### src/rtl/jk_bank_pkg.sv
// Shared types for the JK register bank: operating-mode encoding and its width.
// Imported by jk_cell and jk_reg_bank.
package jk_bank_pkg;

    localparam int JK_MODE_W = 2;

    typedef enum logic [JK_MODE_W-1:0] {
        JK_MODE_JK     = 2'b00,
        JK_MODE_LOAD   = 2'b01,
        JK_MODE_TOGGLE = 2'b10,
        JK_MODE_SHIFT  = 2'b11
    } jk_mode_t;

endpackage

### src/rtl/jk_cell.sv
// Combinational next-state for a single bit of the JK register bank.
// shift_in carries the bit's left-hand neighbour source (d[0] for bit 0, Q[i-1] otherwise).
module jk_cell
    import jk_bank_pkg::*;
(
    input  jk_mode_t mode,
    input  logic     j,
    input  logic     k,
    input  logic     d_bit,
    input  logic     shift_in,
    input  logic     q,
    output logic     q_next
);

    always_comb begin
        q_next = q;
        case (mode)
            JK_MODE_JK: begin
                case ({j, k})
                    2'b00:   q_next = q;
                    2'b01:   q_next = 1'b0;
                    2'b10:   q_next = 1'b1;
                    default: q_next = ~q;
                endcase
            end
            JK_MODE_LOAD:   q_next = d_bit;
            JK_MODE_TOGGLE: q_next = q ^ j;
            JK_MODE_SHIFT:  q_next = shift_in;
            default:        q_next = q;
        endcase
    end

endmodule

### src/rtl/jk_reg_bank.sv
// WIDTH-bit bank of JK flip-flops with JK / LOAD / TOGGLE / SHIFT modes and a change flag.
// Define JK_ACT_CNT_EN to add the saturating act_cnt activity counter port.
module jk_reg_bank
    import jk_bank_pkg::*;
#(
    parameter int               WIDTH     = 4,
    parameter logic [WIDTH-1:0] RESET_VAL = {WIDTH{1'b0}},
    parameter int               CNT_W     = 8
) (
    input  logic                 clk,
    input  logic                 reset,
    input  logic                 en,
    input  logic [JK_MODE_W-1:0] mode,
    input  logic [WIDTH-1:0]     J,
    input  logic [WIDTH-1:0]     K,
    input  logic [WIDTH-1:0]     d,
    output logic [WIDTH-1:0]     Q,
    output logic [WIDTH-1:0]     Qn,
    output logic                 changed
`ifdef JK_ACT_CNT_EN
    ,
    output logic [CNT_W-1:0]     act_cnt
`endif
);

    // No valid/ready handshake: mode/J/K/d are consumed on every edge where en=1.

    jk_mode_t         mode_e;
    logic [WIDTH-1:0] q_reg;
    logic [WIDTH-1:0] q_next;
    logic             will_change;

    assign mode_e = jk_mode_t'(mode);

    for (genvar i = 0; i < WIDTH; i++) begin : g_cell
        logic shift_in;
        if (i == 0) begin : g_first
            assign shift_in = d[0];
        end else begin : g_rest
            assign shift_in = q_reg[i-1];
        end

        jk_cell u_cell (
            .mode     (mode_e),
            .j        (J[i]),
            .k        (K[i]),
            .d_bit    (d[i]),
            .shift_in (shift_in),
            .q        (q_reg[i]),
            .q_next   (q_next[i])
        );
    end

    assign will_change = |(q_next ^ q_reg);

    always_ff @(posedge clk or posedge reset) begin
        if (reset) begin
            q_reg   <= RESET_VAL;
            changed <= 1'b0;
        end else if (en) begin
            q_reg   <= q_next;
            changed <= will_change;
        end else begin
            changed <= 1'b0;
        end
    end

    // Qn is derived, never stored, so it tracks Q even while reset is held.
    assign Q  = q_reg;
    assign Qn = ~q_reg;

`ifdef JK_ACT_CNT_EN
    localparam logic [CNT_W-1:0] CNT_ONE = CNT_W'(1);
    localparam logic [CNT_W-1:0] CNT_MAX = {CNT_W{1'b1}};

    always_ff @(posedge clk or posedge reset) begin
        if (reset) begin
            act_cnt <= '0;
        end else if (en && will_change && (act_cnt != CNT_MAX)) begin
            act_cnt <= act_cnt + CNT_ONE;
        end
    end
`else
    logic unused_cnt_w;
    assign unused_cnt_w = (CNT_W > 0);
`endif

endmodule
### config.mk
export PLATFORM = sky130hd
export DESIGN_NAME = jk_reg_bank
export DESIGN_NICKNAME = d
export VERILOG_FILES = /design/src/rtl/jk_bank_pkg.sv /design/src/rtl/jk_cell.sv /design/src/rtl/jk_reg_bank.sv
export SDC_FILE = /design/constraint.sdc
export NUM_CORES = 1
export LEC_CHECK = 0
export ABC_AREA = 1
export CAP_MARGIN = 20
export CORE_MARGIN = 2
export CORE_UTILIZATION = 38
export DETAILED_ROUTE_END_ITERATION = 6
export PLACE_DENSITY = 0.79
export SYNTH_ARGS = -nofsm -noshare
export SYNTH_HDL_FRONTEND = slang
export SYNTH_SLANG_ARGS = --single-unit
### constraint.sdc
create_clock -name clk -period 1.53 [get_ports clk]
set_input_delay 0.2295 -clock clk [delete_from_list [all_inputs] [get_ports clk]]
set_output_delay 0.2295 -clock clk [all_outputs]
set_load 0.02 [all_outputs]
======== Word level (Yosys, flattened, before mapping) ========
Index checks and enable logic that the tools add are counted.
storage, ports and cells
  register bits after elaboration ......... 5
  input port bits ......................... 17
  output and inout bits ................... 9
  logic and storage cells ................. 39
cells by class
  equality and inequality tests ........... 11
  muxes and demuxes ....................... 9
  bitwise logic cells ..................... 10
  reduce and logical (&&, ||, !) cells .... 7
operators with widths
  operator                                             number
  case mux 1 bit (3 select lines)                      5
  equality test 2 bit, second input constant           6
  case mux 1 bit (4 select lines)                      3
  equality test 2 x 1 -> 1 bit, second input constant  5
  zero test 2 bit                                      5
  NOT 1 bit                                            4
  NOT 4 bit                                            1
  OR reduction 4 bit                                   1
  bitwise XOR 1 bit                                    4
  bitwise XOR 4 bit                                    1
  OR reduction 2 bit                                   1
  two-way mux 1 bit                                    1

======== Depth between registers and ports, before layout ========
Gate-level depths: netlist of the first run.
  word-level depth ........................ 6
  gate-level depth with buffers ........... 11
  depth with buffers taken out ............ 11

======== Cells and area by module ========
Synthesis of the first run repeated with hierarchy kept, for this count alone.
unflattened totals
  cell total of the unflattened synthesis .. 87
  area, all modules ....................... 457.9 µm²
modules (own cells, without submodules)
  module       instances  cells an instance  area an instance (µm²)  sequential area each (µm²)
  jk_reg_bank  1          39                 262.8                   125.1
  jk_cell      4          12                 48.8                    0.0

======== Least setup slack after synthesis of the first run ========
No wires, ideal clock.
  path kind ............................... register to register
  start point ............................. register q_reg[1], in the netlist Q[1]
  end point ............................... register changed
  arrival time ............................ 1.181 ns
  data required time ...................... 1.415 ns
  path slack .............................. 0.234 ns
  stages on the path, launching flop included .. 11
  clock period less this slack ............ 1.296 ns
  path through ............................ dfrtp_1 > inv_1 > nand2_1 > nand3_1 > nand2_1 > nor2_1 > nand3_1 > nand2_1 > nand2_1 > nor2_1 > nor2_1
on the way
  cells in the longest elaborated chain, start to end .. 6
  elaborated cells between the ends (all ways) .. 8
  classes of those cells .................. 4 x mux; 3 x bitwise; 1 x reduce/logical
ends and longest elaborated chain
  item                             line               text
  from (decl)                      jk_reg_bank.sv:29  logic [WIDTH-1:0] q_reg;
  from (signal assigned)           jk_reg_bank.sv:61  q_reg <= q_next;
  NOT 1 bit                        jk_cell.sv:23      default: q_next = ~q;
  case mux 1 bit (3 select lines)  jk_cell.sv:19      case ({j, k})
  case mux 1 bit (4 select lines)  jk_cell.sv:17      case (mode)
  bitwise XOR 4 bit (*)            jk_reg_bank.sv:54  assign will_change = |(q_next ^ q_reg);
  OR reduction 4 bit (*)           jk_reg_bank.sv:54
  two-way mux 1 bit (*)            jk_reg_bank.sv:60  end else if (en) begin
  to (signal assigned)             jk_reg_bank.sv:62  changed <= will_change;
  to (decl)                        jk_reg_bank.sv:19  output logic changed
Mark *: on every way between the ends. The rest lies on a longest branch, timed or not.
A chain may end at the register's enable or synchronous reset.

======== Worst setup path in the final report of the first run ========
  start point ............................. register changed
  end point ............................... output port changed
No word-level cell between the ends.

==> impl_metrics.tcl, run 1 <==
set metrics [dict create \
    rr_startpoint "Q[1]" \
    avgSynthCellArea_um2 5.81 \
    slew_headroom_pct 80.2 \
    p_leak_nw 0.468 \
    cp-start-kind "flop" \
    slew_violations 0 \
    multi_input_area_um2 298 \
    initial_core_util_pct 40.2 \
    fp-row-count 13 \
    ys_seq_area_share_pct 23.9 \
    finClkSkew_ps 5.86 \
    placement.io_buffers 25 \
    worstPathArrival_ps 1170 \
    fmax_ghz 0.717 \
    cp-end-kind "primary output" \
    fin_nets 137 \
    gp_congestion 0.869 \
    drv_cap 0 \
    vdd_drop_max_uv 471 \
    synth_common_cells "nand2_1 (30), nand3_1 (18), inv_1 (13), dfrtp_1 (5), nand4_1 (5)" \
    clk_path_buf_depth 2 \
    path_delay_family "buffers and inverters" \
    fin_ws_ps 135 \
    seqCellArea_um2 125 \
    powerDensity_mw_per_mm2 760 \
    crit_chain "clkdlybuf4s50_1" \
    yosys_register_bits 5 \
    cp_num_buf_inv 1 \
    total_power_uw 627 \
    hold_viol_final 0 \
    grt_pass1_wl_um 2170 \
    dieArea_mm2 0.00169 \
    vias 660 \
    ioPinCount 26 \
    numClockSinks 5 \
    first_pass_iters 4 \
    post_cts.repair.setup_buffers 0 \
    rr_endpoint "changed" \
    routed_wl_um 1440 \
    clk_latency_ps 230 \
    async_flop_share_pct 100 \
    ff2ff_path_depth 10 \
    grt_start_max_net_pins 10 \
    coreArea_mm2 0.00130 \
    dpl.hpwl_um 1160 \
    critPathMaxStageDelay_ps 610 \
    cts_root_buf "clkbuf_4" \
    synth_top_cell_by_area "dfrtp_1" \
    syn_area_um2 523 \
    synth_top_area_share_pct 23.9 \
    path_max_fanout 1 \
    grt_use_total_pct 19.1 \
    fin_setup_tns_ps 0 \
    hold_buffers 0 \
    finalSetupViolations 0 \
    syn_nets 107 \
    hold_class "input pin to asynchronous set/reset pin" \
    synth.most_common_cell "nand2_1" \
    area_growth_syn_to_layout_pct 57.9 \
    crit_path_top_delay_cell "clkdlybuf4s50_1" \
    die_w_um 41.1 \
    n_fill_cell 129 \
    yosysUniqueCellTypes 14 \
    numCtsBuffers 3 \
    drive_above_1_share_pct 12.6 \
    syn_inst 90 \
    antenna_found_initial 0 \
    synth_area_leaders "dfrtp_1 (24%), nand2_1 (22%), nand3_1 (17%)" \
    routedWlPerCell_um 10.7 \
    grt_pass1_vias 556 \
    pre_cts_ws_ps -240 \
    fin_crit_sh_pct 91.2 \
    drtIter0Drc 17 \
    status "finished, final reports clean" \
    ant_nets 0 \
    htreeDepth 1 \
    required_ps 1300 \
    critPathKind "flop to primary output" \
    die_h_um 41.1 \
    fin_crit_ps 1400 \
    grt-ovfl-total 0 \
    cts_tree "done" \
    yosys_most_used_dff "dfrtp_1" \
    viasPerCell 4.93 \
    drcViolationCount 0 \
    clkTransAtPathRegs_ps 40 \
    grt_setup_unrepaired "no" \
    r2r_slack_ps 160 \
    worst_slew_pin_slew_ps 297 \
    synth-edff-count 0 \
    synth_warnings 0 \
    n_antenna_cell 0 \
]
-- worst max path at each step --
stage	start	slack (ps)	to	cells after the start
after CTS	Q[0]	5	Q[0]	1
after floorplan	Q[1]	230	changed	10
after global routing	Q[1]	60	changed	10
after global placement	mode[0]	-190	changed	9
final	changed	130	changed	1
after detailed placement	mode[0]	-240	changed	9
-- cell families after synthesis --
group,share of synthesized area (%)
AND/OR/NAND/NOR,52.2
buffers and inverters,20.1
flip-flops,23.9
AO/OA/AOI/OAI,3.83
-- flip-flops by register name, indices dropped and copies added (netlist names) --
name / flops
Q: 4
changed: 1
-- power breakdown --
part	leakage, nW	switching (mW)	total (mW)	internal, mW
sequential	0.0615	0.0267	0.178	0.151
combinational	0.392	0.166	0.304	0.138
clock	0.0150	0.0468	0.145	0.0982
-- placed cells by master (no fill, tap or decap) --
| master | instances |
|---|---|
| nand2_1 | 30 |
| nand3_1 | 18 |
| clkdlybuf4s50_1 | 15 |
| inv_1 | 13 |
| dlygate4sd2_1 | 6 |
| buf_4 | 6 |
| dfrtp_1 | 5 |
| nand4_1 | 5 |
| o21ai_0 | 4 |
| dlymetal6s2s_1 | 4 |
| inv_2 | 3 |
| nor2_1 | 3 |
| clkbuf_4 | 3 |
| nor2_4 | 2 |
| nand3_2 | 1 |
| clkbuf_1 | 1 |
-- timing repair --
item,in CTS,in global routing
setup endpoints to repair,7,3
pin swaps,0,0
resized for setup,7,4
-- per-stage QoR --
| step | instance area [µm²] | utilization, % | hold slack (ps) | instances |
|---|---|---|---|---|
| after floorplan | 523 | - | 8.02 | 90 |
| after global routing | 826 | 63.5 | 220 | 134 |
| after detailed placement | 792 | 60.9 | 452 | 130 |
| after CTS | 816 | 62.7 | 203 | 134 |
| final | 826 | 63.5 | 196 | 134 |
| after global placement | 792 | 60.9 | 435 | 130 |
-- routing by layer --
layer | vias to the layer above | routed length, µm | track usage (%)
li1 | 344 | - | -
met1 | 290 | 560 | 22.9
met2 | 26 | 764 | 37.1
met3 | 0 | 109 | 0
met4 | 0 | 0 | 4.84
met5 | - | 0 | 0
-- layout make-up --
class                      count  share of cell area (%)
clock buffer                   4                    3.18
sequential                     5                    15.2
multi-input combinational     63                    36.1
timing repair buffer          31                    36.1
tap                           15                    2.27
inverter                      16                    7.27
(Power assumes the default switching activity.)
==> inputs of run 2 (changes only) <==
--- a/config.mk
+++ b/config.mk
@@ -10,7 +10,8 @@
 export CORE_MARGIN = 2
 export CORE_UTILIZATION = 38
 export DETAILED_ROUTE_END_ITERATION = 6
-export PLACE_DENSITY = 0.79
+export PLACE_DENSITY_LB_ADDON = 0.15
+export RECOVER_POWER = 25
 export SYNTH_ARGS = -nofsm -noshare
 export SYNTH_HDL_FRONTEND = slang
 export SYNTH_SLANG_ARGS = --single-unit
==> impl_metrics.tcl, run 2 (same netlist as run 1, synthesis figures left out) <==
set metrics [dict create \
    antenna_found_initial 0 \
    final_common_cell "nand2_1" \
    required_ps 1670 \
    cts_tree "done" \
    largest_reg_flops 4 \
    area_growth_syn_to_layout_pct 56.2 \
    fp-row-count 13 \
    hold_class "input pin to asynchronous set/reset pin" \
    numClockSinks 5 \
    cp-start-kind "input pin" \
    htreeDepth 1 \
    grt_pass1_vias 531 \
    drtIter0Drc 11 \
    routed_wl_um 1400 \
    rr_startpoint "Q[1]" \
    fmax_ghz 0.706 \
    worst_slew_pin_slew_ps 286 \
    cp_num_buf_inv 2 \
    hold_viol_final 0 \
    fin_nets 137 \
    ff2ff_path_depth 10 \
    finClkSkew_ps 3.17 \
    drive_above_1_share_pct 13.4 \
    dieArea_mm2 0.00169 \
    cp.depth 10 \
    crit_chain "clkdlybuf4s50_1 > inv_2 > nor2_4 > nand3_1 > nand3_2 > nand2_1 > nand2_1 > nand3_1 > nor2_1 > nor2_1" \
    gp_congestion 0.827 \
    cp-end-kind "flop" \
    fin_hold_ws_ps 314 \
    grt_pass1_wl_um 2190 \
    slew_headroom_pct 80.9 \
    ant_nets 0 \
    clk_path_buf_depth 2 \
    n_antenna_cell 0 \
    routedWlPerCell_um 10.5 \
    die_w_um 41.1 \
    vias 642 \
    vdd_drop_max_uv 705 \
    grt_start_max_net_pins 10 \
    grt_setup_unrepaired "no" \
    clk_latency_ps 250 \
    drcViolationCount 0 \
    placement.io_buffers 25 \
    fin_setup_tns_ps 0 \
    grt-ovfl-total 0 \
    first_pass_iters 4 \
    r2r_slack_ps 200 \
    dpl.hpwl_um 1060 \
    coreArea_mm2 0.00130 \
    critPathKind "input pin to flop" \
    ioPinCount 26 \
    clkTransAtPathRegs_ps 50 \
    drv_cap 0 \
    p_leak_nw 0.443 \
    rr_endpoint "changed" \
    viasPerCell 4.79 \
    finalSetupViolations 0 \
    path_delay_family "simple AND/OR/NAND/NOR gates" \
    status "finished, final reports clean" \
    most-common-layout-cells "nand2_1 (30), nand3_1 (18), clkdlybuf4s50_1 (15)" \
    worstPathArrival_ps 1560 \
    numCtsBuffers 3 \
    slew_violations 0 \
    grt_use_total_pct 19.0 \
    crit_path_top_delay_cell "clkdlybuf4s50_1" \
    die_h_um 41.1 \
    critPathMaxStageDelay_ps 560 \
    fin_crit_ps 1420 \
    powerDensity_mw_per_mm2 774 \
    fin_crit_sh_pct 92.6 \
    hold_buffers 0 \
    initial_core_util_pct 40.2 \
    path_max_fanout 4 \
    cts_root_buf "clkbuf_4" \
]
==> run 2: layout make-up <==
type,count,area [µm²]
clock buffers,3,22.5
fillers,136,484
inverters,16,60.1
repair buffers,31,288
well taps,15,18.8
clock inverters,1,5.00
flip-flops and latches,5,125
multi-input cells,63,298
==> run 2: timing repair <==
item                       CTS  global route
buffers inserted             0             0
gates resized for setup      8             2
setup endpoints to repair    8             1
pin swaps                    0             0
==> run 2: worst max-delay path by stage <==
stage             from      end  slack (ps)
4_1_cts        changed  changed         110
6_report       mode[1]  changed         110
3_5_place_dp   mode[0]  changed        -120
2_1_floorplan     Q[1]  changed         230
5_1_grt        mode[1]  changed          10
3_3_place_gp   mode[0]  changed        -120
==> run 2: report_power, final <==
| part | total (mW) | internal (mW) | switching (mW) |
|---|---|---|---|
| Combinational | 0.297 | 0.135 | 0.163 |
| Clock | 0.157 | 0.0950 | 0.0625 |
| Sequential | 0.177 | 0.151 | 0.0263 |
| Total | 0.632 | 0.381 | 0.252 |
==> run 2: per-layer routing <==
metal | part of all wire (%) | global-route usage, %
met1 | 48 | 27.8
met2 | 46 | 29.7
met3 | 5.8 | 4.89
met4 | 0 | 0
met5 | 0 | 0
==> run 2: per-stage QoR <==
step	setup slack, ps	utilization [%]	power (mW)	instance area [µm²]	cells
after CTS	110	62.2	0.635	810	134
after floorplan	234	-	0.364	523	90
final	113	62.8	0.632	817	134
after detailed placement	-124	60.9	0.498	792	130
after global placement	-122	60.9	0.497	792	130
after global routing	11.5	62.8	0.684	817	134
